### src/rtl/pbus_arbiter_if.sv
// PBus bundle between the two masters (CPU = M0, COP = M1), the arbiter and the target port.
// The arbiter uses the slave modport; the masters/target side uses the master modport.
interface pbus_arbiter_if;
  logic [1:0]  m0_req;
  logic [14:0] m0_addr;
  logic [1:0]  m0_be;
  logic        m0_aspace;
  logic [15:0] m0_wdata;
  logic        m0_gnt;
  logic        m0_rdy;

  logic [1:0]  m1_req;
  logic [14:0] m1_addr;
  logic [1:0]  m1_be;
  logic        m1_aspace;
  logic [15:0] m1_wdata;
  logic        m1_gnt;
  logic        m1_rdy;

  logic [15:0] m_rdata;

  logic [1:0]  t_req;
  logic [14:0] t_addr;
  logic [1:0]  t_be;
  logic        t_aspace;
  logic [15:0] t_wdata;
  logic        t_rdy;
  logic [15:0] t_rdata;

  modport slave (
    input  m0_req, m0_addr, m0_be, m0_aspace, m0_wdata,
    input  m1_req, m1_addr, m1_be, m1_aspace, m1_wdata,
    output m0_gnt, m0_rdy, m1_gnt, m1_rdy, m_rdata,
    output t_req, t_addr, t_be, t_aspace, t_wdata,
    input  t_rdy, t_rdata
  );

  modport master (
    output m0_req, m0_addr, m0_be, m0_aspace, m0_wdata,
    output m1_req, m1_addr, m1_be, m1_aspace, m1_wdata,
    input  m0_gnt, m0_rdy, m1_gnt, m1_rdy, m_rdata,
    input  t_req, t_addr, t_be, t_aspace, t_wdata,
    output t_rdy, t_rdata
  );
endinterface

### src/rtl/pbus_arbiter.sv
// Two-master PBus arbiter: one transaction at a time, IDLE->GRANT->BUSY->RELEASE,
// with a per-transaction timeout so a dead target always completes with ERR_DATA.
module pbus_arbiter #(
  parameter int unsigned TIMEOUT_CYC = 255,
  parameter int unsigned TO_W        = 8,
  parameter logic [15:0] ERR_DATA    = 16'hDEAD,
  parameter bit          FAIR        = 1'b1
) (
  input  logic           clk,
  input  logic           rst_l,
  input  logic           cop_prio,
  input  logic           err_clr,
  pbus_arbiter_if.slave  bus,
  output logic           owner,
  output logic           busy,
  output logic           err,
  output logic           err_master
);

  typedef enum logic [1:0] {
    IDLE    = 2'd0,
    GRANT   = 2'd1,
    BUSY    = 2'd2,
    RELEASE = 2'd3
  } state_t;

  localparam logic [TO_W-1:0] TO_LAST = TO_W'(TIMEOUT_CYC - 1);

  state_t          state;
  state_t          state_nxt;
  logic            owner_nxt;
  logic            rr_ptr;
  logic [TO_W-1:0] cnt;
  logic            gnt0;
  logic            gnt1;
  logic            done;
  logic            done_to;

  logic [1:0]      own_req;
  logic [14:0]     own_addr;
  logic [1:0]      own_be;
  logic            own_aspace;
  logic [15:0]     own_wdata;

  logic [1:0]      t_req_c;
  logic [14:0]     t_addr_c;
  logic [1:0]      t_be_c;
  logic            t_aspace_c;
  logic [15:0]     t_wdata_c;
  logic [15:0]     rdata_c;

  // cop_prio beats fairness; otherwise the master not served last wins, or COP when not fair.
  function automatic logic pick_winner(input logic v0, input logic v1,
                                       input logic prio, input logic last);
    logic win;
    if (v0 && v1) begin
      if (prio)      win = 1'b1;
      else if (FAIR) win = ~last;
      else           win = 1'b1;
    end else begin
      win = v1;
    end
    return win;
  endfunction

  always_comb begin
    own_req    = owner ? bus.m1_req    : bus.m0_req;
    own_addr   = owner ? bus.m1_addr   : bus.m0_addr;
    own_be     = owner ? bus.m1_be     : bus.m0_be;
    own_aspace = owner ? bus.m1_aspace : bus.m0_aspace;
    own_wdata  = owner ? bus.m1_wdata  : bus.m0_wdata;
  end

  always_ff @(posedge clk or negedge rst_l) begin
    if (!rst_l) begin
      state      <= IDLE;
      owner      <= 1'b0;
      rr_ptr     <= 1'b0;
      cnt        <= '0;
      gnt0       <= 1'b0;
      gnt1       <= 1'b0;
      err        <= 1'b0;
      err_master <= 1'b0;
    end else begin
      state  <= state_nxt;
      owner  <= owner_nxt;
      // Counter only runs in BUSY and restarts from zero on every entry, so it cannot wrap.
      cnt    <= (state == BUSY) ? cnt + 1'b1 : '0;
      gnt0   <= ((state_nxt == GRANT) || (state_nxt == BUSY)) && !owner_nxt;
      gnt1   <= ((state_nxt == GRANT) || (state_nxt == BUSY)) &&  owner_nxt;
      if (state == RELEASE) rr_ptr <= owner;
      if (done_to) begin
        err        <= 1'b1;
        err_master <= owner;
      end else if (err_clr) begin
        err <= 1'b0;
      end
    end
  end

  always_comb begin
    state_nxt  = state;
    owner_nxt  = owner;
    done       = 1'b0;
    done_to    = 1'b0;
    rdata_c    = 16'h0000;
    t_req_c    = 2'b00;
    t_addr_c   = 15'h0000;
    t_be_c     = 2'b00;
    t_aspace_c = 1'b0;
    t_wdata_c  = 16'h0000;
    case (state)
      IDLE: begin
        if (bus.m0_req[0] || bus.m1_req[0]) begin
          owner_nxt = pick_winner(bus.m0_req[0], bus.m1_req[0], cop_prio, rr_ptr);
          state_nxt = GRANT;
        end
      end
      GRANT: state_nxt = BUSY;
      BUSY: begin
        t_req_c    = own_req;
        t_addr_c   = own_addr;
        t_be_c     = own_be;
        t_aspace_c = own_aspace;
        t_wdata_c  = own_wdata;
        // A withdrawn request aborts silently, even if the target answers in the same cycle.
        if (!own_req[0]) begin
          state_nxt = RELEASE;
        end else if (bus.t_rdy) begin
          done      = 1'b1;
          rdata_c   = bus.t_rdata;
          state_nxt = RELEASE;
        end else if (cnt == TO_LAST) begin
          done      = 1'b1;
          done_to   = 1'b1;
          rdata_c   = ERR_DATA;
          state_nxt = RELEASE;
        end
      end
      RELEASE: state_nxt = IDLE;
      default: state_nxt = IDLE;
    endcase
  end

  assign bus.m0_gnt   = gnt0;
  assign bus.m1_gnt   = gnt1;
  assign bus.m0_rdy   = done && !owner;
  assign bus.m1_rdy   = done &&  owner;
  assign bus.m_rdata  = rdata_c;
  assign bus.t_req    = t_req_c;
  assign bus.t_addr   = t_addr_c;
  assign bus.t_be     = t_be_c;
  assign bus.t_aspace = t_aspace_c;
  assign bus.t_wdata  = t_wdata_c;
  assign busy         = (state != IDLE);

endmodule
### src/flat_wrapper.sv
// flat-port wrapper written by rule: the top's interface ports become plain ports
module pbus_arbiter_flat 
#(
  parameter int unsigned TIMEOUT_CYC = 255,
  parameter int unsigned TO_W        = 8,
  parameter logic [15:0] ERR_DATA    = 16'hDEAD,
  parameter bit          FAIR        = 1'b1
)
  (clk, rst_l, cop_prio, err_clr, owner, busy, err, err_master, bus_m0_req, bus_m0_addr, bus_m0_be, bus_m0_aspace, bus_m0_wdata, bus_m1_req, bus_m1_addr, bus_m1_be, bus_m1_aspace, bus_m1_wdata, bus_m0_gnt, bus_m0_rdy, bus_m1_gnt, bus_m1_rdy, bus_m_rdata, bus_t_req, bus_t_addr, bus_t_be, bus_t_aspace, bus_t_wdata, bus_t_rdy, bus_t_rdata);
  pbus_arbiter_if bus_i ();
  input  logic clk;
  input  logic rst_l;
  input  logic cop_prio;
  input  logic err_clr;
  output logic owner;
  output logic busy;
  output logic err;
  output logic err_master;
  input wire logic [$bits(bus_i.m0_req)-1:0] bus_m0_req;
  input wire logic [$bits(bus_i.m0_addr)-1:0] bus_m0_addr;
  input wire logic [$bits(bus_i.m0_be)-1:0] bus_m0_be;
  input wire logic [$bits(bus_i.m0_aspace)-1:0] bus_m0_aspace;
  input wire logic [$bits(bus_i.m0_wdata)-1:0] bus_m0_wdata;
  input wire logic [$bits(bus_i.m1_req)-1:0] bus_m1_req;
  input wire logic [$bits(bus_i.m1_addr)-1:0] bus_m1_addr;
  input wire logic [$bits(bus_i.m1_be)-1:0] bus_m1_be;
  input wire logic [$bits(bus_i.m1_aspace)-1:0] bus_m1_aspace;
  input wire logic [$bits(bus_i.m1_wdata)-1:0] bus_m1_wdata;
  output wire logic [$bits(bus_i.m0_gnt)-1:0] bus_m0_gnt;
  output wire logic [$bits(bus_i.m0_rdy)-1:0] bus_m0_rdy;
  output wire logic [$bits(bus_i.m1_gnt)-1:0] bus_m1_gnt;
  output wire logic [$bits(bus_i.m1_rdy)-1:0] bus_m1_rdy;
  output wire logic [$bits(bus_i.m_rdata)-1:0] bus_m_rdata;
  output wire logic [$bits(bus_i.t_req)-1:0] bus_t_req;
  output wire logic [$bits(bus_i.t_addr)-1:0] bus_t_addr;
  output wire logic [$bits(bus_i.t_be)-1:0] bus_t_be;
  output wire logic [$bits(bus_i.t_aspace)-1:0] bus_t_aspace;
  output wire logic [$bits(bus_i.t_wdata)-1:0] bus_t_wdata;
  input wire logic [$bits(bus_i.t_rdy)-1:0] bus_t_rdy;
  input wire logic [$bits(bus_i.t_rdata)-1:0] bus_t_rdata;
  assign bus_i.m0_req = bus_m0_req;
  assign bus_i.m0_addr = bus_m0_addr;
  assign bus_i.m0_be = bus_m0_be;
  assign bus_i.m0_aspace = bus_m0_aspace;
  assign bus_i.m0_wdata = bus_m0_wdata;
  assign bus_i.m1_req = bus_m1_req;
  assign bus_i.m1_addr = bus_m1_addr;
  assign bus_i.m1_be = bus_m1_be;
  assign bus_i.m1_aspace = bus_m1_aspace;
  assign bus_i.m1_wdata = bus_m1_wdata;
  assign bus_m0_gnt = bus_i.m0_gnt;
  assign bus_m0_rdy = bus_i.m0_rdy;
  assign bus_m1_gnt = bus_i.m1_gnt;
  assign bus_m1_rdy = bus_i.m1_rdy;
  assign bus_m_rdata = bus_i.m_rdata;
  assign bus_t_req = bus_i.t_req;
  assign bus_t_addr = bus_i.t_addr;
  assign bus_t_be = bus_i.t_be;
  assign bus_t_aspace = bus_i.t_aspace;
  assign bus_t_wdata = bus_i.t_wdata;
  assign bus_i.t_rdy = bus_t_rdy;
  assign bus_i.t_rdata = bus_t_rdata;
  pbus_arbiter #(.TIMEOUT_CYC(TIMEOUT_CYC), .TO_W(TO_W), .ERR_DATA(ERR_DATA), .FAIR(FAIR)) u_core (.clk(clk), .rst_l(rst_l), .cop_prio(cop_prio), .err_clr(err_clr), .bus(bus_i), .owner(owner), .busy(busy), .err(err), .err_master(err_master));
endmodule
### config.mk
export PLATFORM = sky130hd
export DESIGN_NAME = pbus_arbiter_flat
export DESIGN_NICKNAME = d
export VERILOG_FILES = /design/src/rtl/pbus_arbiter_if.sv /design/src/rtl/pbus_arbiter.sv /design/src/flat_wrapper.sv
export SDC_FILE = /design/constraint.sdc
export NUM_CORES = 1
export LEC_CHECK = 0
export BUFFER_PORTS_ARGS = -buffer_cell sky130_fd_sc_hd__buf_4
export CAP_MARGIN = 20
export CORE_MARGIN = 8
export CORE_UTILIZATION = 41
export CTS_BUF_LIST = sky130_fd_sc_hd__clkbuf_4
export DETAILED_ROUTE_END_ITERATION = 6
export HOLD_SLACK_MARGIN = 0.05
export PLACE_DENSITY_LB_ADDON = 0.3
export SETUP_SLACK_MARGIN = 0.2
export SLEW_MARGIN = 20
export SYNTH_ARGS = -nofsm -noshare
export SYNTH_HDL_FRONTEND = slang
export SYNTH_SLANG_ARGS = --single-unit
export TNS_END_PERCENT = 10
### constraint.sdc
create_clock -name clk -period 3.01 [get_ports clk]
set_input_delay 0.301 -clock clk [delete_from_list [all_inputs] [get_ports clk]]
set_output_delay 0.301 -clock clk [all_outputs]
set_load 0.005 [all_outputs]
==> run summary, run 1 <==
In the post-route analysis, the smallest setup slack over all paths is 0.459 ns. The detailed router finished its first iteration with 67 violations. The fraction of power consumed by the clock network came out at 8.2%. The via count of the first global-routing pass came out at 2029. The number of buffers created by CTS is 3. The count of port buffers added during placement came out at 152. The number of hold buffers added after CTS was 1.

Compared with the post-synthesis result, the final layout area differs by 76.0%. The area of the die is 6100 um2. Ranked by total cell area, the synthesized netlist is headed by dfrtp_1 (25%), mux2i_1 (22%), nor2b_1 (15%).

The top fanout value on the critical path came out at 14. The routed design has 6190 um of wire. For this design the total switching power over the nets is 0.605 mW.

The starting density of the core came out at 42.9%. The synthesized netlist net count came out at 290. Across the VDD grid, the largest voltage drop is 0.000463 V. Of all flip-flops after synthesis, the portion carrying an async set or reset was 100%.

In this run the number of H-tree levels came out at 1. The smallest clock period supported by the final layout is computed as 2.55 ns. The later pin in the worst-skew pair is clocked with a latency of 0.29 ns.

Routability-driven placement finished with a final weighted congestion of 0.854. Setup repair after global routing left no endpoint under its margin. The max-slew violation count is 0.

The CTS tree is done. The critical path required time is 2.71 ns. The final number of hold-violating endpoints came to 0. The worst setup path is launched from a flip-flop. Yosys mapped a number of flops with a built-in enable equal to 0. The number of distinct standard cells referenced by the synthesized netlist came out at 24. The number of setup buffers added after CTS came out at 0. The maximum buffer depth of the clock tree is 2. In this run the biggest area consumer among cell types represents 25.3% of the synthesized area. The average detailed-routed wire length per instance came out at 16.0 um.

The antenna diode count is 0. The initialized floorplan defines 22 standard-cell rows. The wire length of the first global-routing pass came out at 9380 um.

The post-cts sizing count came out at 0. The worst setup path is of the flip-flop to output pin kind. Setup total negative slack on the finished layout was measured at 0 ns. The fraction of the yosys area taken by sequential cells is 25.3%.

The part of the cycle the worst path needs came out at 84.8%. The pin count of the biggest net entering global routing is 45. The number of max-capacitance violations reported is 0. The switching part of the total power is 39.8%.

Pin placement for this block handled 153 I/O pins. In the routed design, unresolved DRC markers number 0. During synthesis, Yosys emitted a total of 0 warnings. Summed over all instances, the cell type with the most area after synthesis is dfrtp_1. The global-route total usage across every layer is 18.7%.

The run finished with clean final reports. In the synthesized netlist the dominant register cell turns out to be dfrtp_1. The normalized max-slew margin is 58.1%. In this run, flip-flops and latches consume 20.2% of the power. The detail-routed via count per cell came out at 4.87.

The initial antenna violation count is 0. Summed over all cells, the static leakage comes to 1.63 nW. The post-synthesis register bit count is 16. The setup clock skew after layout came out at 0.00853 ns. For this block, the via count after detailed routing is 1880. STA classifies the critical path endpoint as an output pin.

The number of endpoints failing setup at the final stage came out at 0. The combinational share of power is 71.6%. The most frequent cell after synthesis is nor2b_1. The tree is rooted in a clkbuf_4. The placeable core area is 3690 um2. The gate count of the mapped netlist came out at 191. The worst setup slack before clock tree synthesis came out at 0.778 ns.

The total power density per cell area came out at 545 nW/um2. The post-synthesis average cell area is 8.29 um2. The tightest min-delay check is of the primary input to flip-flop type. Cells fill 75.5% of the core in the end. The post-detailed-placement half-perimeter wirelength is 5310 um. The layout cell share with drive strength beyond 1 came out at 47.9%. The final layout contains 438 nets. The die height is 78.1 um.

The clock edge transition at the registers on the reported setup and hold paths came out at 0.09 ns. The first detailed-routing pass took 4 iterations. The count of antenna-violating nets left after detailed routing is 0. The worst path arrival time is 2.25 ns.

The die boundary width is 78.1 um. The maximum frequency from static timing analysis is 392 MHz. Cell internal power was estimated by the tool at 0.914 mW.

At the pin with the least slew margin, the transition time is 0.628 ns. The combined area of all synthesized cells is 1580 um2. The total overflow left after global routing is 0. After synthesis, the most frequently instantiated cells are nor2b_1 (38), mux2i_1 (35), nand2_1 (27), dfrtp_1 (16), inv_1 (9). The number of clock sinks seen by CTS came out at 16.
-- area by class of cell --
type / count / area [um2]
Sequential cell: 16 / 402
Multi-Input combinational cell: 154 / 1090
Timing Repair Buffer: 155 / 1170
Tap cell: 48 / 60.1
Fill cell: 296 / 903
Inverter: 9 / 33.8
Clock buffer: 4 / 30.0
-- layer usage --
layer	track usage (%)	share of wire (%)	wire, um
met5	0	0	0
met4	5.56	2.3	140
met3	9.00	11	698
met2	33.1	50	3090
met1	18.9	36	2250
-- cells in the final DEF, fill, tap and decap left out --
| cell type | count |
|---|---|
| a21oi_1 | 3 |
| a31oi_1 | 1 |
| and2_1 | 7 |
| and3_1 | 5 |
| and4_1 | 1 |
| and4_4 | 1 |
| buf_4 | 154 |
| clkbuf_4 | 4 |
| dfrtp_1 | 15 |
| dfrtp_2 | 1 |
| dlygate4sd3_1 | 1 |
| ha_1 | 6 |
| inv_1 | 9 |
| mux2i_1 | 35 |
| mux2i_2 | 1 |
| nand2_1 | 27 |
| nand2b_1 | 1 |
| nand3_1 | 6 |
| nand3b_1 | 1 |
| nor2_1 | 4 |
| nor2b_1 | 38 |
| o21ai_0 | 7 |
| o31ai_1 | 1 |
| o41ai_4 | 1 |
| xnor2_1 | 6 |
| xor2_1 | 2 |
-- flip-flops by register name, indices dropped and copies added, names as in the netlist --
register / count
u_core.bus.m0_gnt: 1
u_core.cnt: 8
u_core.state: 2
u_core.owner: 1
u_core.bus.m1_gnt: 1
u_core.err: 1
u_core.err_master: 1
u_core.rr_ptr: 1
-- power by group through the flow --
stage | Clock (mW) | Sequential (mW) | Combinational (mW)
3_3_place_gp | 0 | 0.307 | 1.08
2_1_floorplan | 0 | 0.302 | 0.648
6_report | 0.125 | 0.307 | 1.09
3_5_place_dp | 0 | 0.312 | 1.10
5_1_grt | 0.138 | 0.313 | 1.19
4_1_cts | 0.129 | 0.307 | 1.10
-- cells by family (layout without fill, tap and decap cells) --
| logic type | Yosys count | count (layout) | share of synthesized area [%] |
|---|---|---|---|
| simple gates | 91 | 91 | 31.1 |
| mux | 36 | 36 | 23.0 |
| buf+inv | 21 | 168 | 5.61 |
| flops | 16 | 16 | 25.3 |
| compound gates | 13 | 13 | 5.77 |
| xor+xnor | 8 | 8 | 4.43 |
| fa+ha+maj | 6 | 6 | 4.74 |
-- metrics by stage --
stage                     hold slack, ns  cell area [um2]  power, mW  instances
final                              0.212             2790       1.52        386
after global routing               0.223             2790       1.64        386
after CTS                          0.205             2790       1.54        386
after detailed placement           0.174             2750       1.41        381
after global placement             0.169             2750       1.39        381
after floorplan                  0.00541             1580      0.950        191
-- final timing paths --
kind | cells after the start | slack, ns | endpoint | start
worst min-delay path | 2 | 0.21 | u_core.err | err_clr
max in group asynchronous | 2 | 2.37 | u_core.owner | rst_l
worst min register to register | 2 | 0.50 | u_core.err_master | u_core.err_master
min in group asynchronous | 2 | 0.44 | u_core.owner | rst_l
worst max-delay path | 6 | 0.46 | bus_m_rdata[10] | u_core.state[0]
worst max register to register | 6 | 0.97 | u_core.err_master | u_core.state[0]
-- critical path, stage by stage, from the launching register on --
cell and delay [ns]:
dfrtp_1 0.47, inv_1 0.14, ha_1 0.17, nor2b_1 0.43, nand3b_1 0.43, nand2_1 0.18
buf_4 0.13
No activity file was read; power rests on OpenSTA's default activity.
==> run 2: changes to the inputs <==
- CORE_UTILIZATION: 41 -> 38
- clock period: 3.01 -> 2.4 ns (I/O delays scaled with it)
==> run 2 against run 1 <==
- worst hold slack worse by 0.079 ns
- clock-buffer cell count decreased by 1
- global-route usage about the same
- first-iteration DRC count decreased by 24%
- sequential power grew 24%
- critical path type unchanged
- largest cell class unchanged
==> run summary, run 2 (synthesis gave the netlist of run 1 again) <==
Counting flops per register, the top entry is u_core.cnt. The number of endpoints failing setup at the final stage came out at 0 (unchanged). The cell-internal power is 1.14 mW (+25%). The combinational share of power came to 72.4% (+0.8 points). The final number of hold-violating endpoints is 0 (unchanged). The run finished with clean final reports. The slew at the pin closest to its max-slew limit came out at 0.625 ns (-0.00344 ns).

The most frequent standard cell in the layout excluding fill and tap cells is buf_4. The wire length reported by the detailed router is 6600 um (+6.8%). The number of inserted filler cells in the final layout is 333 (+13%). The normalized max-slew margin is 58.4% (+0.23 points).

The maximum frequency from static timing analysis is 495 MHz. The relative contribution of sequential cells to total power came out at 19.8% (-0.4 points). The total power density per cell area came out at 687 nW/um2 (+26%). The part of the cycle the worst path needs is 84.2%. The maximum VDD drop came out at 0.000447 V (-3.4%). The met1 track demand over resource in global routing is 18.7% (-0.22 points).

The met2 track utilization from global routing was 33.9% (+0.78 points). The worst setup slack after layout is 0.378 ns (-0.0809 ns). The layout cell share with drive strength beyond 1 was 48.5% (+0.60 points). The core utilization of the finished layout came out at 70.2% (-5.3 points). The CTS tree is done.

The total design power came out at 1.93 mW (+27%). The via count of the first global-routing pass is 1922 (-5.3%). The min-delay analysis places its worst path in the category primary input to flip-flop.

The category of the most critical setup path is flip-flop to output pin. The post-detailed-placement half-perimeter wirelength came to 5570 um (+4.9%). The detail-routed via count per cell is 4.78 (-1.8%). The die height is 80.5 um (+3.1%). Setup repair after global routing left no endpoint under its margin. The most utilized layer in the global route result is met2.

The pin count of the biggest net entering global routing was 45 (unchanged). The number of vias in the routed layout came to 1866 (-0.74%). The final global-route overflow total is 0 (unchanged). The critical path required time is 2.16 ns (-0.55 ns). The post-route setup TNS came out at 0 ns (unchanged). The placeable core area is 4000 um2 (+8.4%). The H-tree depth is 1 (unchanged). The count of port buffers added during placement is 152 (unchanged).

The number of rows in the core area came out at 23 (+4.5%). The antenna diode count is 0 (unchanged). The met3 demand-to-capacity share in global routing came out at 8.26% (-0.74 points). The largest registers in the layout are u_core.cnt x8, u_core.state x2. The top fanout value on the critical path is 44 (+30). The max-slew violation count is 0 (unchanged).

The count of antenna-violating nets left after detailed routing came out at 0 (unchanged). The number of I/O pins came out at 153 (unchanged). The clock latency at the later pin of the worst-skew pair is 0.29 ns (about the same). The top cell types in the final layout, fill and taps aside, are buf_4 (156), nor2b_1 (37), mux2i_1 (35), nand2_1 (27), dfrtp_1 (15). The number of buffers created by CTS is 3 (unchanged). The static leakage power is 1.64 nW (+0.52%). The wire length of the first global-routing pass came to 9540 um (+1.7%). The total non-filler cell area in the finished layout is 2810 um2 (+0.85%). The final weighted congestion in routability-driven placement was 0.834 (-2.3%). The placed instance area is 2750 um2 (about the same). The area of the die is 6490 um2 (+6.3%). The starting density of the core was 39.6% (-3.3 points). The setup clock skew after layout came to 0.00441 ns (-0.00412 ns).

The worst hold slack after final layout is 0.133 ns (-0.0790 ns). The initial antenna violation count came out at 0 (unchanged). The number of max-capacitance violations reported is 0 (unchanged). The DRC marker count from the first detailed-route iteration came to 51 (-24%). The number of detailed-route iterations in the first pass is 5 (+1). The worst setup slack before clock tree synthesis is 0.258 ns (-0.520 ns).

The count of nets after finishing is 440 (+0.46%). The global-route total usage across every layer is 18.7% (-0.021 points). The number of placed instances, taps included came to 383 (+0.52%). The number of clock sinks seen by CTS is 16 (unchanged). The flip-flop count of the largest register after layout is 8 (unchanged). STA classifies the critical path endpoint as an output pin. The layout-stage area growth over the synthesis result came out at 77.5%.

The worst setup path is launched from a flip-flop. The smallest clock period supported by the final layout is computed as 2.02 ns. The number of DRC violations after detailed routing is 0 (unchanged). The fraction of power consumed by the clock network was 7.8% (-0.4 points).

The worst path arrival time came out at 1.78 ns (-0.47 ns). The maximum buffer depth of the clock tree is 2 (unchanged). The filler-free cell count of the finished design is 390 (+1.0%). The switching part of the total power came out at 40.9% (+1.1 points).

The die boundary width came out at 80.5 um (+3.1%). The clock edge transition at the registers on the reported setup and hold paths is 0.10 ns (about the same). The net load switching power was 0.789 mW (+30%). In this run the clock root is driven by a clkbuf_4. The average detailed-routed wire length per instance is 16.9 um (+5.7%).
[run 2: cell count changes in the layout (fill, tap and decap cells not counted), sizes merged]
cell,change
clkinv,+1
clkbuf,-1
buf,+2
[run 2: power groups by stage]
stage	Combinational, mW	Sequential (mW)	Clock, mW
4_1_cts	1.40	0.383	0.154
3_3_place_gp	1.37	0.385	0
3_5_place_dp	1.40	0.389	0
5_1_grt	1.52	0.391	0.167
2_1_floorplan	0.813	0.379	0
6_report	1.40	0.382	0.151
[run 2: per-layer routing]
layer / vias up / part of all wire, %
met5: - / 0
met4: 0 / 0.92
met3: 6 / 11
met2: 97 / 53
met1: 835 / 36
li1: 928 / -
[run 2: path summary, 6_finish.rpt]
path | to | start | cells past startpoint | slack (ns)
worst min-delay path | u_core.err | err_clr | 2 | 0.13
worst min register to register | u_core.cnt[0] | u_core.cnt[0] | 1 | 0.51
max in group asynchronous | u_core.owner | rst_l | 2 | 1.86
worst max-delay path | bus_t_wdata[9] | u_core.state[0] | 5 | 0.38
min in group asynchronous | u_core.cnt[2] | rst_l | 2 | 0.34
worst max register to register | u_core.bus.m1_gnt | u_core.state[0] | 6 | 0.62
[run 2: final cells by class]
class	instances	area [um2]	area share (%)
timing repair buffer	157	1180	42.0
multi-input combinational	154	1100	39.3
sequential	16	402	14.3
tap	50	62.6	2.23
inverter	9	33.8	1.20
clock buffer	3	22.5	0.802
clock inverter	1	3.75	0.134
[run 2: critical path, stage by stage (launching register included)]
cell and delay (ns):
dfrtp_1 0.47, inv_1 0.14, ha_1 0.18, buf_4 0.33, nor2b_1 0.22, buf_4 0.14
[run 2: repair_timing]
item / CTS / global route
hold buffers: 1 / 0
endpoints found under the hold margin: 16 / 0
gates resized for setup: 2 / 2
cloned: 0 / 0
pin swaps: 1 / 0
endpoints found under the setup margin: 11 / 13
buffers inserted: 2 / 0
==> run 3: changes to the inputs <==
- clock period: 2.4 -> 2 ns (I/O delays scaled with it)
==> run 3 against run 2 <==
- clock power is 18% higher
- via count is 5.8% higher
- worst setup slack worse by 0.22 ns
- clock skew is 0.0026 ns lower
- design area is 6.1% higher
- critical path depth is 2 higher
- clock-buffer cell count stayed put
- die area stayed put
- sequential share of layout area is 0.74 points lower
- critical path type unchanged
==> run summary, run 3 (synthesis gave the netlist of run 1 again) <==
The path depth of the worst reg2reg path was 6 (unchanged). The number of detailed-route iterations in the first pass is 5 (unchanged). The final number of hold-violating endpoints came out at 0 (unchanged). The count of antenna-violating nets left after detailed routing came out at 0 (unchanged). The global-route total usage across every layer came to 19.3% (+0.64 points).

The via count of the first global-routing pass is 1922 (unchanged). For hold timing, the worst endpoint is u_core.err. The slew at the pin closest to its max-slew limit is 0.284 ns (-0.340 ns).

The normalized max-slew margin was 81.0% (+23 points). The maximum VDD drop came to 0.000485 V (+8.4%). The maximum buffer depth of the clock tree is 2 (unchanged).

The H-tree depth was 1 (unchanged). The number of vias in the routed layout is 1975 (+5.8%). The worst setup path is of the flip-flop to output pin kind. The static leakage power is 1.71 nW (+3.9%). The endpoint identified for the worst register-to-register timing path is u_core.bus.m0_gnt. The largest registers in the layout are u_core.cnt x8, u_core.state x2.

The number of clock sinks seen by CTS is 16 (unchanged). The kind of launch point of the worst setup path is a flip-flop. Setup repair after global routing could not meet its margin everywhere.

The clock latency at the later pin of the worst-skew pair came to 0.29 ns (about the same). The part of the cycle the worst path needs is 92.0%. Leaving out fill and tap cells, the most frequent cells in the layout are buf_4 (160), nor2b_1 (37), mux2i_1 (35), nand2_1 (20), dfrtp_1 (13).

The shortest period the worst path allows came out at 1.84 ns. The wire length reported by the detailed router came to 7090 um (+7.3%). In this run the most critical hold path is launched from err_clr. The detail-routed via count per cell is 4.91 (+2.7%). The number of inserted filler cells in the final layout is 303 (-9.0%).

The critical path required time is 1.80 ns (-0.36 ns). The die boundary width came out at 80.5 um (unchanged). The number of buffers created by CTS came out at 3 (unchanged). The internal reg-to-reg setup slack is 0.31 ns (-0.31 ns). Clock tree synthesis selected as its root buffer the cell clkbuf_4. The worst setup path is captured at an output pin. The wire length of the first global-routing pass came out at 9820 um (+3.0%). The DRC marker count from the first detailed-route iteration is 70 (+37%). The layout cell share with drive strength beyond 1 is 54.0% (+5.4 points). The die height came out at 80.5 um (unchanged). TritonCTS built the clock tree. The number of I/O pins is 153 (unchanged).

The number of endpoints failing setup at the final stage came out at 0 (unchanged). Leaving out fill and tap cells, the most frequent cell in the layout is buf_4. In this run the critical register-to-register path is launched from u_core.cnt[5]. The area of the die was 6490 um2 (unchanged). The count of nets after finishing is 452 (+2.7%). The starting density of the core came out at 39.6% (unchanged). The clock edge transition at the registers on the reported setup and hold paths came out at 0.09 ns (about the same).

The average detailed-routed wire length per instance came out at 17.6 um (+4.1%). The flip-flop count of the largest register after layout is 8 (unchanged). The post-detailed-placement half-perimeter wirelength is 5610 um (+0.66%). The final weighted congestion in routability-driven placement is 0.827 (-0.92%).

The worst hold path belongs to the class primary input to flip-flop. The antenna diode count is 0 (unchanged). The number of cells on the worst hold path came out at 2 (unchanged).

The top fanout value on the critical path is 8 (-82%). The worst path arrival time is 1.64 ns (-0.14 ns). The total power density per cell area is 828 nW/um2 (+21%).

Derived from the worst setup path, the maximum achievable clock frequency is 543 MHz. The number of rows in the core area came to 23 (unchanged). The number of max-capacitance violations reported is 0 (unchanged). The pin count of the biggest net entering global routing is 45 (unchanged). The number of DRC violations after detailed routing came out at 0 (unchanged). The setup clock skew after layout came out at 0.00182 ns (-0.00258 ns).

The flow ran to the end, and the final reports show no timing, DRC or antenna violations. The placeable core area came out at 4000 um2 (unchanged). The post-route setup TNS came out at 0 ns (unchanged). The worst hold slack after final layout is 0.105 ns (-0.0276 ns). The max-slew violation count came out at 0 (unchanged). The layout-stage area growth over the synthesis result came out at 88.4%.

The register bank with the most flops is u_core.cnt. The final global-route overflow total is 0 (unchanged). The initial antenna violation count is 0 (unchanged). The count of port buffers added during placement is 152 (unchanged).
run 3: cell count changes in the layout (fill, tap and decap cells not counted), moves of 2 or more:
cell / before / now
nand2_1: 27 / 20
nand2_2: 0 / 7
buf_6: 0 / 6
buf_4: 156 / 160
dfrtp_1: 15 / 13
dfrtp_2: 1 / 3
ha_1: 6 / 4
run 3: power breakdown:
part           leakage (nW)  total [mW]  internal [mW]  switching [mW]
registers             0.209       0.460          0.401          0.0591
logic                  1.48        1.83          0.999           0.833
clock network        0.0154       0.178         0.0726           0.105
run 3: layout make-up:
cell class,instances,area [um2],area share (%)
Clock buffer,3,22.5,0.755
Clock inverter,1,3.75,0.126
Inverter,9,33.8,1.13
Multi-Input combinational cell,155,1160,38.8
Sequential cell,16,404,13.6
Tap cell,50,62.6,2.10
Timing Repair Buffer,168,1300,43.6
run 3: how the worst max path moves through the flow:
stage	startpoint	end	slack (ns)	depth (start not counted)
CTS	u_core.state[0]	bus_t_be[1]	0.14	5
global route	u_core.cnt[0]	bus_m_rdata[15]	0.07	7
global placement	u_core.state[0]	bus_m_rdata[14]	0.26	6
detailed placement	u_core.state[0]	bus_m_rdata[12]	0.13	6
floorplan	u_core.state[0]	bus_m_rdata[0]	0.22	8
finish	u_core.cnt[0]	bus_m_rdata[15]	0.16	7
run 3: worst max-delay path: stages (launching register included):
cell	delay, ns
dfrtp_1	0.41
inv_1	0.07
ha_2	0.16
and4_4	0.22
nand3b_1	0.13
buf_6	0.18
nand2_1	0.06
buf_4	0.11
run 3: through the flow:
step | area (um2) | worst slack [ns] | std cells | total power, mW | util (%)
2_1_floorplan | 1580 | 0.224 | 191 | 1.43 | -
3_3_place_gp | 2760 | 0.258 | 385 | 2.13 | 69.1
3_5_place_dp | 2760 | 0.133 | 385 | 2.15 | 69.1
4_1_cts | 2880 | 0.139 | 398 | 2.39 | 72.0
5_1_grt | 2980 | 0.0668 | 402 | 2.65 | 74.5
6_report | 2980 | 0.159 | 402 | 2.47 | 74.5
run 3: routing by layer:
metal,wire length (um),vias up,share of wire (%),GRT usage (%)
met5,0,-,0,0
met4,112,0,1.6,5.82
met3,925,11,13,9.04
met2,3720,119,52,34.6
met1,2330,891,33,19.1
li1,-,954,-,-
run 3: what timing repair did:
action	in CTS	in global routing
hold endpoints to repair	16	0
buffers inserted	8	3
cloned	0	1
pin swaps	2	6
hold buffers	1	0
endpoints found under the setup margin	54	55
resized for setup	6	23
